$ cat config.mk
export PLATFORM = sky130hd
export DESIGN_NAME = cla_addsub_pipe
export DESIGN_NICKNAME = d
export VERILOG_FILES = /design/src/rtl/alu_pkg.sv /design/src/rtl/cla_chunk.sv /design/src/rtl/cla_addsub_pipe.sv
export SDC_FILE = /design/constraint.sdc
export NUM_CORES = 1
export LEC_CHECK = 0
export BUFFER_PORTS_ARGS = -buffer_cell sky130_fd_sc_hd__buf_2
export CAP_MARGIN = 25
export CORE_MARGIN = 8
export CORE_UTILIZATION = 36
export CTS_BUF_LIST = sky130_fd_sc_hd__clkbuf_4
export CTS_CLUSTER_DIAMETER = 120
export DETAILED_ROUTE_END_ITERATION = 6
export PLACE_DENSITY = 0.68
export REMOVE_ABC_BUFFERS = 1
export SYNTH_ARGS = -nofsm -noshare
export SYNTH_HDL_FRONTEND = slang
export SYNTH_HIERARCHICAL = 1
export SYNTH_SLANG_ARGS = --single-unit
$ cat constraint.sdc
create_clock -name clk -period 2.7 [get_ports clk]
set_input_delay 0.675 -clock clk [delete_from_list [all_inputs] [get_ports clk]]
set_output_delay 0.675 -clock clk [all_outputs]
set_load 0.05 [all_outputs]
$ cat src/rtl/alu_pkg.sv
// Shared definitions for the ALU add/sub datapath: operation encoding,
// lookahead group size and saturation bounds.
package alu_pkg;

  typedef enum logic [1:0] {
    ADD  = 2'b00,
    SUB  = 2'b01,
    SADD = 2'b10,
    SSUB = 2'b11
  } addsub_mode_t;

  localparam int CLA_GRP = 4;

  // Saturation bounds for a w-bit two's complement value, zero-extended to 64 bits.
  function automatic logic [63:0] sat_max(input int w);
    return (64'd1 << (w - 1)) - 64'd1;
  endfunction

  function automatic logic [63:0] sat_min(input int w);
    return 64'd1 << (w - 1);
  endfunction

endpackage

$ cat src/rtl/cla_chunk.sv
// Combinational W-bit carry-lookahead adder: 4-bit lookahead groups,
// group carries chained through group generate/propagate.
module cla_chunk
  import alu_pkg::*;
#(
  parameter int W = 4
) (
  input  logic [W-1:0] a,
  input  logic [W-1:0] b,
  input  logic         cin,
  output logic [W-1:0] sum,
  output logic         cout,
  output logic         c_msb
);

  localparam int NG = W / CLA_GRP;

  logic [W-1:0] g, p, c;
  logic [NG:0]  gc;
  logic         t, gg, pg;

  assign g = a & b;
  assign p = a ^ b;

  // Each in-group carry is the flat sum-of-products of g/p and the group carry-in.
  always_comb begin
    c     = '0;
    gc    = '0;
    t     = 1'b0;
    gg    = 1'b0;
    pg    = 1'b0;
    gc[0] = cin;
    for (int k = 0; k < NG; k++) begin
      for (int j = 0; j < CLA_GRP; j++) begin
        c[k*CLA_GRP+j] = gc[k];
        for (int m = 0; m < j; m++) c[k*CLA_GRP+j] = c[k*CLA_GRP+j] & p[k*CLA_GRP+m];
        for (int m = 0; m < j; m++) begin
          t = g[k*CLA_GRP+m];
          for (int n = m + 1; n < j; n++) t = t & p[k*CLA_GRP+n];
          c[k*CLA_GRP+j] = c[k*CLA_GRP+j] | t;
        end
      end
      gg = 1'b0;
      pg = 1'b1;
      for (int m = 0; m < CLA_GRP; m++) begin
        t = g[k*CLA_GRP+m];
        for (int n = m + 1; n < CLA_GRP; n++) t = t & p[k*CLA_GRP+n];
        gg = gg | t;
        pg = pg & p[k*CLA_GRP+m];
      end
      gc[k+1] = gg | (pg & gc[k]);
    end
  end

  assign sum   = p ^ c;
  assign cout  = gc[NG];
  assign c_msb = c[W-1];

endmodule

$ cat src/rtl/cla_addsub_pipe.sv
// Pipelined CLA add/sub with optional saturation. Each stage adds one
// WIDTH/STAGES chunk; the whole pipe advances in lockstep under backpressure.
module cla_addsub_pipe
  import alu_pkg::*;
#(
  parameter int WIDTH  = 16,
  parameter int STAGES = 2,
  parameter int TAG_W  = 4
) (
  input  logic             clk,
  input  logic             rst_n,
  input  logic             in_valid,
  output logic             in_ready,
  input  logic [WIDTH-1:0] a,
  input  logic [WIDTH-1:0] b,
  input  logic [1:0]       mode,
  input  logic [TAG_W-1:0] in_tag,
  output logic             out_valid,
  input  logic             out_ready,
  output logic [WIDTH-1:0] sum,
  output logic             cout,
  output logic             ovfl,
  output logic [TAG_W-1:0] out_tag
);

  localparam int C = WIDTH / STAGES;
  localparam int L = STAGES - 1;

  if (STAGES < 1 || STAGES > 4 || WIDTH < CLA_GRP || WIDTH > 64 ||
      (WIDTH % (CLA_GRP * STAGES)) != 0 || TAG_W < 1) begin : g_bad_cfg
    $error("cla_addsub_pipe: unsupported WIDTH/STAGES/TAG_W combination");
  end

  addsub_mode_t op;
  logic         sub, sat, adv;
  logic [STAGES:0] vld_pipe;

  assign op          = addsub_mode_t'(mode);
  assign sub         = (op == SUB) || (op == SSUB);
  assign sat         = (op == SADD) || (op == SSUB);
  assign adv         = ~vld_pipe[STAGES] | out_ready;
  assign in_ready    = adv;
  assign vld_pipe[0] = in_valid;

  for (genvar k = 0; k < STAGES; k++) begin : stg
    localparam int OW = WIDTH - k * C;  // operand bits still to be consumed
    localparam int RW = (k + 1) * C;    // result bits produced so far

    logic [OW-1:0]    opa, opb;
    logic             ci, sat_in, co, cm;
    logic [TAG_W-1:0] tag_in;
    logic [C-1:0]     s;
    logic [RW-1:0]    res_d;

    logic             vld_q, sat_q, cy_q;
    logic [TAG_W-1:0] tag_q;
    logic [RW-1:0]    res_q;

    if (k == 0) begin : g_in
      assign opa    = a;
      assign opb    = b ^ {WIDTH{sub}};
      assign ci     = sub;
      assign sat_in = sat;
      assign tag_in = in_tag;
      assign res_d  = s;
    end else begin : g_in
      assign opa    = stg[k-1].g_fwd.a_q;
      assign opb    = stg[k-1].g_fwd.b_q;
      assign ci     = stg[k-1].cy_q;
      assign sat_in = stg[k-1].sat_q;
      assign tag_in = stg[k-1].tag_q;
      assign res_d  = {s, stg[k-1].res_q};
    end

    cla_chunk #(.W(C)) u_cla (
      .a    (opa[C-1:0]),
      .b    (opb[C-1:0]),
      .cin  (ci),
      .sum  (s),
      .cout (co),
      .c_msb(cm)
    );

    always_ff @(posedge clk or negedge rst_n) begin
      if (!rst_n) begin
        vld_q <= 1'b0;
        sat_q <= 1'b0;
        cy_q  <= 1'b0;
        tag_q <= '0;
        res_q <= '0;
      end else if (adv) begin
        vld_q <= vld_pipe[k];
        sat_q <= sat_in;
        cy_q  <= co;
        tag_q <= tag_in;
        res_q <= res_d;
      end
    end

    assign vld_pipe[k+1] = vld_q;

    if (k < STAGES - 1) begin : g_fwd
      logic [OW-C-1:0] a_q, b_q;
      logic            cm_unused;
      assign cm_unused = cm;
      always_ff @(posedge clk or negedge rst_n) begin
        if (!rst_n) begin
          a_q <= '0;
          b_q <= '0;
        end else if (adv) begin
          a_q <= opa[OW-1:C];
          b_q <= opb[OW-1:C];
        end
      end
    end else begin : g_last
      // Signed overflow lives in the top chunk: carry into MSB differs from carry out.
      logic ov_q, sa_q;
      always_ff @(posedge clk or negedge rst_n) begin
        if (!rst_n) begin
          ov_q <= 1'b0;
          sa_q <= 1'b0;
        end else if (adv) begin
          ov_q <= co ^ cm;
          sa_q <= opa[C-1];
        end
      end
    end
  end

  logic sat_hit;
  assign sat_hit   = stg[L].sat_q & stg[L].g_last.ov_q;
  assign sum       = sat_hit ? (stg[L].g_last.sa_q ? WIDTH'(sat_min(WIDTH)) : WIDTH'(sat_max(WIDTH)))
                             : stg[L].res_q;
  assign cout      = stg[L].cy_q;
  assign ovfl      = stg[L].g_last.ov_q;
  assign out_tag   = stg[L].tag_q;
  assign out_valid = vld_pipe[STAGES];

endmodule

==> summary.md <==
| Metric | Value |
|---|---|
| Clock transition at the registers of the reported paths | 0.17 ns |
| CTS H-tree depth | 2 |
| Power per cell area | 912 mW/mm^2 |
| IO Pins | 66 |
| Leakage | 0.00193 uW |
| Final setup violation count | 0 |
| CP Capture Type | register |
| R2r endpoint | ovfl$_DFFE_PN0P_ |
| CTS tree | done |
| CTS buffer count | 5 |
| Crit path max fanout | 6 |
| Final Hold Vio Count | 0 |
| Post-Synthesis Cells | 240 |
| Row cnt | 34 |
| WS Path Type | input port to register |
| CTS Root Cell | clkbuf_4 |
| Die span in y | 111 um |
| CTS Hold Bufs | 0 |
| Antenna viol nets, final | 0 |
| Final GP Congestion | 0.778 |
| Global-route wire length before repair | 10.8 mm |
| CP required | 2.97 ns |
| PortBufs | 65 |
| Outcome | completed |
| Vias per cell | 4.72 |
| Arrival time of the worst setup path | 2.68 ns |
| Die width | 111 um |
| Sequential area share after synthesis | 0.436 |
| Yosys reg bits | 56 |
| All-layer global routing usage | 0.106 |
| Die Area | 0.0122 sq mm |
| Yosys cell types | 25 |
| Largest net degree at the start of global routing | 22 |
| Synth warn | 6 |
| Final wirelength | 6.39 mm |
| Normalized max-slew margin | 0.674 |
| Min Hold Slack | 0.232 ns |
| Residual DRC | 0 |
| Area grow syn2layout | 16.5% |
| Total grt overflow | 0 |
| Skew final | 0.0216 ns |
| Fmax | 414 MHz |
| Wire per inst | 15.1 um |
| Starting Density | 0.371 |
| Period utilization | 0.894 |
| Slew Limit Fails | 0 |
| DP Wirelength | 4.97 mm |
| Max clock buf depth | 2 |
| Worst-margin pin slew | 0.488 ns |
| Startpoint class of the critical path | input port |
| Crit Reg-Reg Startpoint | stg[0].g_fwd.b_q[2]$_DFFE_PN0P_ |
| Post-CTS setup buffers | 0 |
| R2r setup slk | 0.35 ns |
| Post_cts resized | 0 |
| Post-Place Setup Slack | -0.106 ns |
| TritonRoute pass-1 iters | 4 |
| Post-Synthesis Cell Area | 0.00322 sq mm |
| RSZ-0062 raised after global routing | false |
| DR iter-0 viols | 34 |
| Max_cap viols | 0 |
| Vias | 2,001 |
| Fin nets | 380 |
| Avg Inst Size Synth | 13.4 sq um |
| Tmin final | 2.41 ns |
| R2R depth | 10 |
| Worst-Skew Late Latency | 0.37 ns |
| Hold crit path type | input port to async pin |
| Initial antenna violation count | 1 |
| Final WS setup | 0.287 ns |
| # clock sinks | 56 |
| Util after Layout | 0.432 |
| Share of cells above drive strength 1 | 0.467 |
| Total core area | 0.00868 sq mm |
| Vias in the first global route | 2,189 |
| Maximum VDD drop | 0.301 mV |
-- registers in the layout, summed over array words and instances (netlist names), 2 cells and up --
register       cells
stg.res_q         24
stg.g_fwd.a_q      8
stg.g_fwd.b_q      8
out_tag            4
stg.tag_q          4
stg.sat_q          2
-- layout make-up --
| type | count | area, sq um |
|---|---|---|
| antenna | 1 | 2.50 |
| clock buffer | 6 | 45.0 |
| clock inverter | 2 | 11.3 |
| fill | 852 | 4930 |
| inverter | 8 | 30.0 |
| multi-input combinational | 164 | 1690 |
| sequential | 56 | 1400 |
| tap | 108 | 135 |
| timing repair buffer | 79 | 430 |
-- worst max path at each step --
stage                           from                           to  slack [ns]  cells after the start
global route        ovfl$_DFFE_PN0P_                       sum[5]        0.15                      4
global placement             mode[0]  stg[0].res_q[7]$_DFFE_PN0P_       -0.06                     12
floorplan                    mode[0]  stg[0].res_q[7]$_DFFE_PN0P_        0.11                     11
CTS                 ovfl$_DFFE_PN0P_                       sum[5]        0.24                      4
detailed placement           mode[0]  stg[0].res_q[7]$_DFFE_PN0P_       -0.11                     12
finish                       mode[0]  stg[0].res_q[7]$_DFFE_PN0P_        0.29                     12
-- report_power, final --
group          leakage (uW)  switching [uW]  internal (uW)
registers          0.000653             141           1080
clock network     0.0000293             258            110
logic               0.00125            1110            717
total               0.00193            1510           1910
-- Yosys cell counts --
cell	n	area (sq um)
a21oi_2	2	17.5
o21ai_2	2	17.5
ha_1	20	250
nand2b_4	1	13.8
mux2_2	28	315
nor2_1	4	15.0
and4_1	2	17.5
o21a_1	4	30.0
dfrtp_1	56	1400
buf_6	6	67.6
o21ai_0	4	20.0
a21o_1	17	128
a221o_1	2	20.0
fa_1	4	80.1
xor2_1	23	201
nand2b_1	5	31.3
nand3_1	4	20.0
mux2_4	28	420
a21oi_1	4	20.0
clkbuf_1	2	7.51
nand2_1	3	11.3
inv_1	8	30.0
buf_2	4	20.0
and3b_1	1	8.76
xnor2_1	6	52.6
-- layout by cell type, fill, tap and decap left out, types with 2 or more instances in the layout --
| cell | netlist | layout |
|---|---|---|
| a21o_1 | 17 | 17 |
| a21oi_1 | 4 | 4 |
| a21oi_2 | 2 | 2 |
| a221o_1 | 2 | 2 |
| and4_1 | 2 | 2 |
| buf_2 | 4 | 65 |
| buf_4 | 0 | 14 |
| clkbuf_4 | 0 | 6 |
| dfrtp_1 | 56 | 56 |
| fa_1 | 4 | 4 |
| ha_1 | 20 | 20 |
| inv_1 | 8 | 8 |
| mux2_2 | 28 | 28 |
| mux2_4 | 28 | 28 |
| nand2_1 | 3 | 3 |
| nand2b_1 | 5 | 5 |
| nand3_1 | 4 | 4 |
| nor2_1 | 4 | 4 |
| o21a_1 | 4 | 4 |
| o21ai_0 | 4 | 4 |
| o21ai_2 | 2 | 2 |
| xnor2_1 | 6 | 6 |
| xor2_1 | 23 | 23 |
-- worst max-delay path, stage by stage --
cell and delay, ns:
buf_2 0.14, xor2_1 0.17, ha_1 0.30, a21o_1 0.20, a21oi_2 0.14, o21ai_2 0.07, ha_1 0.18, o21a_1 0.18
o21ai_0 0.14, nand2b_1 0.08, xor2_1 0.14, mux2_2 0.26
-- logic make-up (layout without fill, tap and decap cells) --
family | Yosys count | after routing | synth area share
mux | 56 | 56 | 0.229
flops | 56 | 56 | 0.436
compound gates | 35 | 35 | 0.0786
xor+xnor | 29 | 29 | 0.0790
fa+ha+maj | 24 | 24 | 0.103
simple gates | 20 | 20 | 0.0366
buf+inv | 20 | 95 | 0.0389
other cells | 0 | 1 | 0
-- routing by layer --
metal  GRT usage  vias to the layer above  routed length, um
li1            -                      980                  -
met1       0.128                      979               2910
met2       0.181                       40               3200
met3      0.0249                        2                236
met4      0.0324                        0                 54
met5           0                        -                  0
-- stage by stage --
| stage | cells | TNS (ns) | area [sq um] | total power, uW |
|---|---|---|---|---|
| floorplan | 228 | 0 | 3120 | 2650 |
| global placement | 415 | -0.0808 | 3690 | 3060 |
| detailed placement | 415 | -0.172 | 3690 | 3090 |
| CTS | 423 | 0 | 3740 | 3470 |
| global route | 424 | 0 | 3750 | 3650 |
| finish | 424 | 0 | 3750 | 3420 |
Power figures use the tool's default switching activity.
